## src/rtl/miriscv_mdu_iter_if.sv

```systemverilog
// Request/result bundle between the execute stage and the iterative MDU.
//   mdu_req       operation request, held with stable operands/op until stall is low
//   mdu_port_a    operand A (rs1)
//   mdu_port_b    operand B (rs2)
//   mdu_op        RISC-V funct3 of the M-extension op
//   mdu_kill      abort the current multicycle operation
//   mdu_keep      hold the completed result while the pipeline is stalled elsewhere
//   mdu_result    result, valid when mdu_req=1 and mdu_stall_req=0
//   mdu_stall_req stall request while computing
// master: pipeline side, slave: MDU side.
interface miriscv_mdu_iter_if #(
  parameter int unsigned XLEN = 32
);
  logic            mdu_req;
  logic [XLEN-1:0] mdu_port_a;
  logic [XLEN-1:0] mdu_port_b;
  logic [2:0]      mdu_op;
  logic            mdu_kill;
  logic            mdu_keep;
  logic [XLEN-1:0] mdu_result;
  logic            mdu_stall_req;

  modport master (
    output mdu_req, mdu_port_a, mdu_port_b, mdu_op, mdu_kill, mdu_keep,
    input  mdu_result, mdu_stall_req
  );

  modport slave (
    input  mdu_req, mdu_port_a, mdu_port_b, mdu_op, mdu_kill, mdu_keep,
    output mdu_result, mdu_stall_req
  );
endinterface

```

## src/rtl/miriscv_mdu_iter.sv

```systemverilog
// Iterative RV32M/RV64M multiply/divide unit with divide-by-zero / overflow fast paths and a
// one-entry result cache so fused pairs (MULH->MUL, DIV->REM) skip recomputation.
//   clk_i    clock, rising edge
//   arstn_i  asynchronous active-low reset
//   mdu      slave side of miriscv_mdu_iter_if (req/operands/op/kill/keep in, result/stall out)
module miriscv_mdu_iter #(
  parameter int unsigned XLEN       = 32,
  parameter int unsigned MUL_UNROLL = 1,
  parameter int unsigned CACHE_EN   = 1
) (
  input logic               clk_i,
  input logic               arstn_i,
  miriscv_mdu_iter_if.slave mdu
);

  localparam int unsigned MulSteps = XLEN / MUL_UNROLL;
  localparam int unsigned CntW     = $clog2(XLEN);
  localparam int unsigned PpW      = XLEN + MUL_UNROLL;

  typedef enum logic [2:0] {StIdle, StMul, StDiv, StFix, StDone} state_e;

  state_e            state_q;
  logic [CntW-1:0]   cnt_q;
  logic [2:0]        op_q;
  logic [XLEN-1:0]   raw_a_q, raw_b_q;
  logic [XLEN-1:0]   opa_q, opb_q;   // |a| (dividend/quotient in DIV), |b| (shifting multiplier)
  logic [2*XLEN-1:0] acc_q;          // product; upper half is the remainder in DIV
  logic              sign_a_q, sign_b_q;
  logic [XLEN-1:0]   result_q;
  logic              c_valid_q, c_div_q;
  logic [2:0]        c_op_q;
  logic [XLEN-1:0]   c_a_q, c_b_q, c_lo_q, c_hi_q;

  logic [2:0]      op;
  logic [XLEN-1:0] a, b;
  assign op = mdu.mdu_op;
  assign a  = mdu.mdu_port_a;
  assign b  = mdu.mdu_port_b;

  // Operand signedness: MULH/MULHSU/DIV/REM treat a as signed, MULH/DIV/REM treat b as signed.
  logic            is_div, neg_a, neg_b, ovf, hit, fast;
  logic [XLEN-1:0] abs_a, abs_b, fast_res;

  assign is_div = op[2];
  assign neg_a  = a[XLEN-1] & ((op == 3'd1) | (op == 3'd2) | (is_div & ~op[0]));
  assign neg_b  = b[XLEN-1] & ((op == 3'd1) | (is_div & ~op[0]));
  assign abs_a  = neg_a ? -a : a;
  assign abs_b  = neg_b ? -b : b;
  assign ovf    = is_div & ~op[0] & (a == {1'b1, {(XLEN-1){1'b0}}}) & (&b);

  // MUL reuses any mul entry (low half is sign-independent); MULH* need the same op;
  // DIV/REM pairs share an entry when signedness matches.
  assign hit = (CACHE_EN != 0) && c_valid_q && (a == c_a_q) && (b == c_b_q) &&
               (is_div ? (c_div_q && (op[0] == c_op_q[0]))
                       : (!c_div_q && ((op == 3'd0) || (op == c_op_q))));

  always_comb begin
    fast     = 1'b1;
    fast_res = '0;
    if (is_div && (b == '0)) begin
      fast_res = op[1] ? a : '1;
    end else if (ovf) begin
      fast_res = op[1] ? '0 : a;
    end else if (hit) begin
      fast_res = ((op == 3'd0) || (is_div && !op[1])) ? c_lo_q : c_hi_q;
    end else begin
      fast = 1'b0;
    end
  end

  // Multiply step: add |a| times the next MUL_UNROLL multiplier bits, then shift right.
  logic [PpW-1:0]    pp, mul_sum;
  logic [2*XLEN-1:0] mul_next;
  always_comb begin
    pp = '0;
    for (int unsigned j = 0; j < MUL_UNROLL; j++) begin
      if (opb_q[j]) pp = pp + (PpW'(opa_q) << j);
    end
  end
  assign mul_sum  = PpW'(acc_q[2*XLEN-1:XLEN]) + pp;
  assign mul_next = {mul_sum, acc_q[XLEN-1:MUL_UNROLL]};

  // Restoring divide step: shift in the next dividend bit and subtract if it fits.
  logic [XLEN:0]   div_trial;
  logic            div_ge;
  logic [XLEN-1:0] rem_next;
  assign div_trial = {acc_q[2*XLEN-1:XLEN], opa_q[XLEN-1]} - {1'b0, opb_q};
  assign div_ge    = ~div_trial[XLEN];
  assign rem_next  = div_ge ? div_trial[XLEN-1:0] : {acc_q[2*XLEN-2:XLEN], opa_q[XLEN-1]};

  // Sign fix-up of the finished magnitude result.
  logic [2*XLEN-1:0] prod;
  logic [XLEN-1:0]   quot, rem, fix_lo, fix_hi, fix_res;
  assign prod    = (sign_a_q ^ sign_b_q) ? -acc_q : acc_q;
  assign quot    = (sign_a_q ^ sign_b_q) ? -opa_q : opa_q;
  assign rem     = sign_a_q ? -acc_q[2*XLEN-1:XLEN] : acc_q[2*XLEN-1:XLEN];
  assign fix_lo  = op_q[2] ? quot : prod[XLEN-1:0];
  assign fix_hi  = op_q[2] ? rem : prod[2*XLEN-1:XLEN];
  assign fix_res = ((op_q == 3'd0) || (op_q[2] && !op_q[1])) ? fix_lo : fix_hi;

  logic busy;
  assign busy = (state_q == StMul) || (state_q == StDiv) || (state_q == StFix);

  // Reset gates the stall so an in-flight request never stalls while reset is held.
  assign mdu.mdu_stall_req = arstn_i &&
                             (((state_q == StIdle) && mdu.mdu_req && !fast) ||
                              (busy && !mdu.mdu_kill));
  assign mdu.mdu_result    = ((state_q == StIdle) && mdu.mdu_req && fast) ? fast_res : result_q;

  always_ff @(posedge clk_i or negedge arstn_i) begin
    if (!arstn_i) begin
      state_q   <= StIdle;
      cnt_q     <= '0;
      op_q      <= '0;
      raw_a_q   <= '0;
      raw_b_q   <= '0;
      opa_q     <= '0;
      opb_q     <= '0;
      acc_q     <= '0;
      sign_a_q  <= 1'b0;
      sign_b_q  <= 1'b0;
      result_q  <= '0;
      c_valid_q <= 1'b0;
      c_div_q   <= 1'b0;
      c_op_q    <= '0;
      c_a_q     <= '0;
      c_b_q     <= '0;
      c_lo_q    <= '0;
      c_hi_q    <= '0;
    end else begin
      unique case (state_q)
        StIdle: begin
          if (mdu.mdu_req && !fast) begin
            op_q     <= op;
            raw_a_q  <= a;
            raw_b_q  <= b;
            opa_q    <= abs_a;
            opb_q    <= abs_b;
            sign_a_q <= neg_a;
            sign_b_q <= neg_b;
            acc_q    <= '0;
            cnt_q    <= '0;
            state_q  <= is_div ? StDiv : StMul;
          end
        end
        StMul: begin
          if (mdu.mdu_kill) begin
            state_q   <= StIdle;
            c_valid_q <= 1'b0;
          end else begin
            acc_q <= mul_next;
            opb_q <= opb_q >> MUL_UNROLL;
            cnt_q <= cnt_q + CntW'(1);
            if (cnt_q == CntW'(MulSteps - 1)) state_q <= StFix;
          end
        end
        StDiv: begin
          if (mdu.mdu_kill) begin
            state_q   <= StIdle;
            c_valid_q <= 1'b0;
          end else begin
            acc_q <= {rem_next, {XLEN{1'b0}}};
            opa_q <= {opa_q[XLEN-2:0], div_ge};
            cnt_q <= cnt_q + CntW'(1);
            if (cnt_q == CntW'(XLEN - 1)) state_q <= StFix;
          end
        end
        StFix: begin
          if (mdu.mdu_kill) begin
            state_q   <= StIdle;
            c_valid_q <= 1'b0;
          end else begin
            result_q <= fix_res;
            if (CACHE_EN != 0) begin
              c_valid_q <= 1'b1;
              c_div_q   <= op_q[2];
              c_op_q    <= op_q;
              c_a_q     <= raw_a_q;
              c_b_q     <= raw_b_q;
              c_lo_q    <= fix_lo;
              c_hi_q    <= fix_hi;
            end
            state_q <= StDone;
          end
        end
        StDone: begin
          if (mdu.mdu_kill || !mdu.mdu_keep) state_q <= StIdle;
        end
        default: state_q <= StIdle;
      endcase
    end
  end

endmodule

```

## src/flat_wrapper.sv

```systemverilog
// flat-port wrapper written by rule: the top's interface ports become plain ports
module miriscv_mdu_iter_flat 
#(
  parameter int unsigned XLEN       = 32,
  parameter int unsigned MUL_UNROLL = 1,
  parameter int unsigned CACHE_EN   = 1
)
  (clk_i, arstn_i, mdu_mdu_req, mdu_mdu_port_a, mdu_mdu_port_b, mdu_mdu_op, mdu_mdu_kill, mdu_mdu_keep, mdu_mdu_result, mdu_mdu_stall_req);
  miriscv_mdu_iter_if #(.XLEN(XLEN)) mdu_i ();
  input logic clk_i;
  input logic arstn_i;
  input wire logic [$bits(mdu_i.mdu_req)-1:0] mdu_mdu_req;
  input wire logic [$bits(mdu_i.mdu_port_a)-1:0] mdu_mdu_port_a;
  input wire logic [$bits(mdu_i.mdu_port_b)-1:0] mdu_mdu_port_b;
  input wire logic [$bits(mdu_i.mdu_op)-1:0] mdu_mdu_op;
  input wire logic [$bits(mdu_i.mdu_kill)-1:0] mdu_mdu_kill;
  input wire logic [$bits(mdu_i.mdu_keep)-1:0] mdu_mdu_keep;
  output wire logic [$bits(mdu_i.mdu_result)-1:0] mdu_mdu_result;
  output wire logic [$bits(mdu_i.mdu_stall_req)-1:0] mdu_mdu_stall_req;
  assign mdu_i.mdu_req = mdu_mdu_req;
  assign mdu_i.mdu_port_a = mdu_mdu_port_a;
  assign mdu_i.mdu_port_b = mdu_mdu_port_b;
  assign mdu_i.mdu_op = mdu_mdu_op;
  assign mdu_i.mdu_kill = mdu_mdu_kill;
  assign mdu_i.mdu_keep = mdu_mdu_keep;
  assign mdu_mdu_result = mdu_i.mdu_result;
  assign mdu_mdu_stall_req = mdu_i.mdu_stall_req;
  miriscv_mdu_iter #(.XLEN(XLEN), .MUL_UNROLL(MUL_UNROLL), .CACHE_EN(CACHE_EN)) u_core (.clk_i(clk_i), .arstn_i(arstn_i), .mdu(mdu_i));
endmodule
```

## config.mk

```make
export PLATFORM = sky130hd
export DESIGN_NAME = miriscv_mdu_iter_flat
export DESIGN_NICKNAME = d
export VERILOG_FILES = /design/src/rtl/miriscv_mdu_iter_if.sv /design/src/rtl/miriscv_mdu_iter.sv /design/src/flat_wrapper.sv
export SDC_FILE = /design/constraint.sdc
export NUM_CORES = 1
export LEC_CHECK = 0
export BUFFER_PORTS_ARGS = -buffer_cell sky130_fd_sc_hd__clkbuf_2
export CAP_MARGIN = 20
export CORE_MARGIN = 5
export CORE_UTILIZATION = 30
export CTS_BUF_LIST = sky130_fd_sc_hd__clkbuf_16
export DETAILED_ROUTE_END_ITERATION = 6
export GPL_ROUTABILITY_DRIVEN = 0
export SYNTH_ARGS = -nofsm -noshare
export SYNTH_HDL_FRONTEND = slang
export SYNTH_SLANG_ARGS = --single-unit
```

## constraint.sdc

```tcl
create_clock -name clk_i -period 5.5 [get_ports clk_i]
set_clock_uncertainty 0.2 [all_clocks]
set_input_delay 0.55 -clock clk_i [delete_from_list [all_inputs] [get_ports clk_i]]
set_output_delay 0.55 -clock clk_i [all_outputs]
set_load 0.01 [all_outputs]
```

==> flow_summary_export.csv <==
group,metric,value,unit
floorplanning,die_w,299.5,µm
floorplanning,io_pins,105,
global_routing,grt_overflow,0,
setup_path,slowest_delay,0.95,ns
logic_synthesis,synthTopCellsByArea,"dfrtp_1, nand2_1, xnor2_1",
finish,drive_above_1_share,10.33,%
finish,finish.utilization,33.61,%
worst_hold_path,min_from,"mdu_mdu_port_b[16]",
setup_path,required,4.75,ns
setup_path,crit_path_end_kind,"output port",
timing,max_freq,0.1996,GHz
clocking,cts_tree,"built",
place,numPortBuffers,104,
route,drtAntennaViolNets,0,
timing,worst-slew-pin-transition,1.110,ns
timing,maxSlewHeadroom,24.99,%
logic_synthesis,synth-simple-area-share,20.76,%
finish,nets,3172,
global_routing,grt_pass1_wl,133900,µm
logic_synthesis,synthAdderAreaFrac,3.792,%
logic_synthesis,ys_async_sr_fraction,100.0,%
global_routing,grtUsageTotal,19.10,%
logic_synthesis,syn-num-nets,3170,
logic_synthesis,synth-compound-area-share,19.78,%
setup_path,rr_startpoint,"u_core.acc_q[32]$_DFFE_PN0P_",
setup_path,startpoint,"u_core.c_a_q[23]$_DFFE_PN0P_",
finish,areaGrowthSynthToFinish,11.53,%
logic_synthesis,synthesis.instances,3023,
global_routing,grt_pass1_vias,21231,
floorplanning,rows,106,
clocking,clock_latency,0.60,ns
logic_synthesis,yosysTopAreaCellShare,36.73,%
floorplanning,die_area,89690,µm²
timing,fin_crit_sh,91.08,%
status,status,"finished, final reports clean",
place,place_ws,0.9561,ns
logic_synthesis,synth_xor_area_share,7.873,%
setup_path,worstPathCellList,"xnor2_1, nand4_1, nor4_1, nand4_1, nor4b_1, nand2_1, buf_4, o211ai_1, o21a_1, clkbuf_2",
global_routing,antenna_found_initial,4,
route,drt_iter0_drc,2079,
timing,rsz0062_at_grt,"false",
route,drc,0,
timing,tns,0,ns
logic_synthesis,yosysTopAreaCell,"dfrtp_1",
worst_hold_path,hold_path.class,"in -> reg",
finish,stdcell_count,4139,
floorplanning,core_area,83420,µm²
clocking,post_cts.repair.setup_buffers,0,
floorplanning,die_y,299.5,µm
place,dp_cells,4059,
pwr,power_density,625.6,nW/µm²
setup_path,critical_path_buf_inv_count,2,
clocking,cts_buffers,42,
logic_synthesis,synth-edff-count,0,
setup_path,crit_top_cell,"nand4_1",
route,dr.pass1.iters,6,
global_routing,grt_max_degree,124,
logic_synthesis,synth_area,25140,µm²
setup_path,cp_max_fo,29,
clocking,htree_levels,2,
logic_synthesis,yosys-top-cells-count,"nand2_1, dfrtp_1, o21ai_0",
logic_synthesis,synth-seq-cells,369,
route,routedWlPerCell,21.42,µm
logic_synthesis,syn_avg_cell_area,8.317,µm²
clocking,clkSinkCount,369,
logic_synthesis,synthDistinctLibCells,81,
clocking,clkTransAtPathRegs,0.06,ns
place,hpwlAfterDp,66320,µm
logic_synthesis,synth_top_family_by_area,"simple AND/OR/NAND/NOR gates",
logic_synthesis,yosysMostFrequentCell,"nand2_1",
timing,hold_viol,0,
pwr,irDropWorstVdd,0.2926,mV
logic_synthesis,yosysWarningCount,0,
clocking,root_buffer,"clkbuf_16",
logic_synthesis,ys.flop_type,"dfrtp_1",
route,totalWireLength,88660,µm
setup_path,cp_top_family,"simple AND/OR/NAND/NOR gates",
timing,post-route-min-period,5.010,ns
setup_path,cp-start-kind,"flop",
setup_path,worst_path_max_delay_cell,"nor4b_1",
timing,setup_ws,0.4905,ns
logic_synthesis,synth_mux_area_share,6.057,%
timing,setup_viol,0,
route,vias,22705,
clocking,clock_path_buffers,3,
setup_path,crit_type,"reg -> out",
logic_synthesis,seq_area_frac_synth,36.73,%
route,avgViaCountPerCell,5.486,
pwr,power.leakage,12.06,nW
setup_path,crit_arrival,4.26,ns
floorplanning,initial_core_util,30.14,%
timing,slew_violations,0,
flow_run,cap_violations,0,
-- cells in the final DEF, fill, tap and decap left out, drive strengths merged, types with 39 or more instances in the layout --
cell type,Yosys,layout
clkbuf,141,145
nand2b,47,47
buf,55,50
nor2,212,212
nand3,80,80
inv,111,119
mux2i,61,61
nor2b,55,55
mux2,79,79
a21oi,188,188
o21ai,260,260
xnor2,160,160
and2,42,42
nor3,39,39
nand2,483,483
dfrtp,369,369
ha,73,73
o21a,56,56
xor2,66,66
-- worst paths after layout --
kind,endpoint,cells past startpoint,slack [ns]
max,mdu_mdu_result[3],10,0.49
min,u_core.raw_b_q[16]$_DFFE_PN0P_,2,0.12
max reg2reg,u_core.acc_q[46]$_DFFE_PN0P_,11,0.92
min reg2reg,u_core.c_b_q[4]$_DFFE_PN0P_,2,0.26
max in group asynchronous,u_core.raw_b_q[6]$_DFFE_PN0P_,4,3.03
min in group asynchronous,u_core.result_q[22]$_DFFE_PN0P_,2,0.35
-- power breakdown --
group	internal [mW]	total [mW]	switching [mW]
sequential	3.87	5.17	1.30
clock	1.54	2.80	1.25
combinational	3.64	9.57	5.93
total	9.06	17.5	8.48
-- routing by layer --
| layer | track usage, % | wire [µm] | vias to the layer above |
|---|---|---|---|
| li1 | - | - | 10674 |
| met2 | 28.41 | 38160 | 945 |
| met5 | 0 | 40 | - |
| met4 | 5.701 | 2682 | 6 |
| met1 | 28.21 | 40500 | 10952 |
| met3 | 3.484 | 7278 | 128 |
-- stage by stage --
step	total power [mW]	cell area, µm²	hold WS [ns]
finish	17.54	28040	0.1187
global route	18.74	28040	0.09975
CTS	17.46	28020	0.08324
floorplan	11.52	25140	0.05441
detailed placement	14.60	26680	0.2433
global placement	14.51	26680	0.2403
-- cell families (layout without fill, tap and decap cells) --
group | count (synthesis) | after routing
AND/OR/NAND/NOR | 1116 | 1116
flip-flops | 369 | 369
XOR/XNOR | 226 | 226
multiplexers | 141 | 141
other | 0 | 1
adder cells (fa/ha/maj) | 75 | 75
buffers and inverters | 307 | 342
AO/OA/AOI/OAI | 789 | 789
-- registers in the layout, indices dropped and copies added, names as in the netlist, 2 cells and up --
| signal | flops |
|---|---|
| u_core.cnt_q | 5 |
| u_core.c_b_q | 32 |
| u_core.acc_q | 64 |
| u_core.result_q | 32 |
| u_core.c_op_q | 2 |
| u_core.raw_b_q | 32 |
| u_core.c_lo_q | 32 |
| u_core.c_a_q | 32 |
| u_core.op_q | 3 |
| u_core.raw_a_q | 32 |
| u_core.opa_q | 32 |
| u_core.c_hi_q | 32 |
| u_core.opb_q | 32 |
| u_core.state_q | 3 |
-- layout make-up --
type	count	area, µm²
clock inverter	35	281.5
fill	8708	55380
sequential	369	9235
clock buffer	42	1051
timing repair buffer	154	970.9
inverter	111	416.7
multi-input combinational	2347	14730
tap	1080	1351
antenna	1	2.502
-- repair_timing --
action	in CTS	in global routing
gates resized for setup	0	0
hold buffers	1	0
endpoints found under the hold margin	55	0
(Power assumes the default switching activity.)
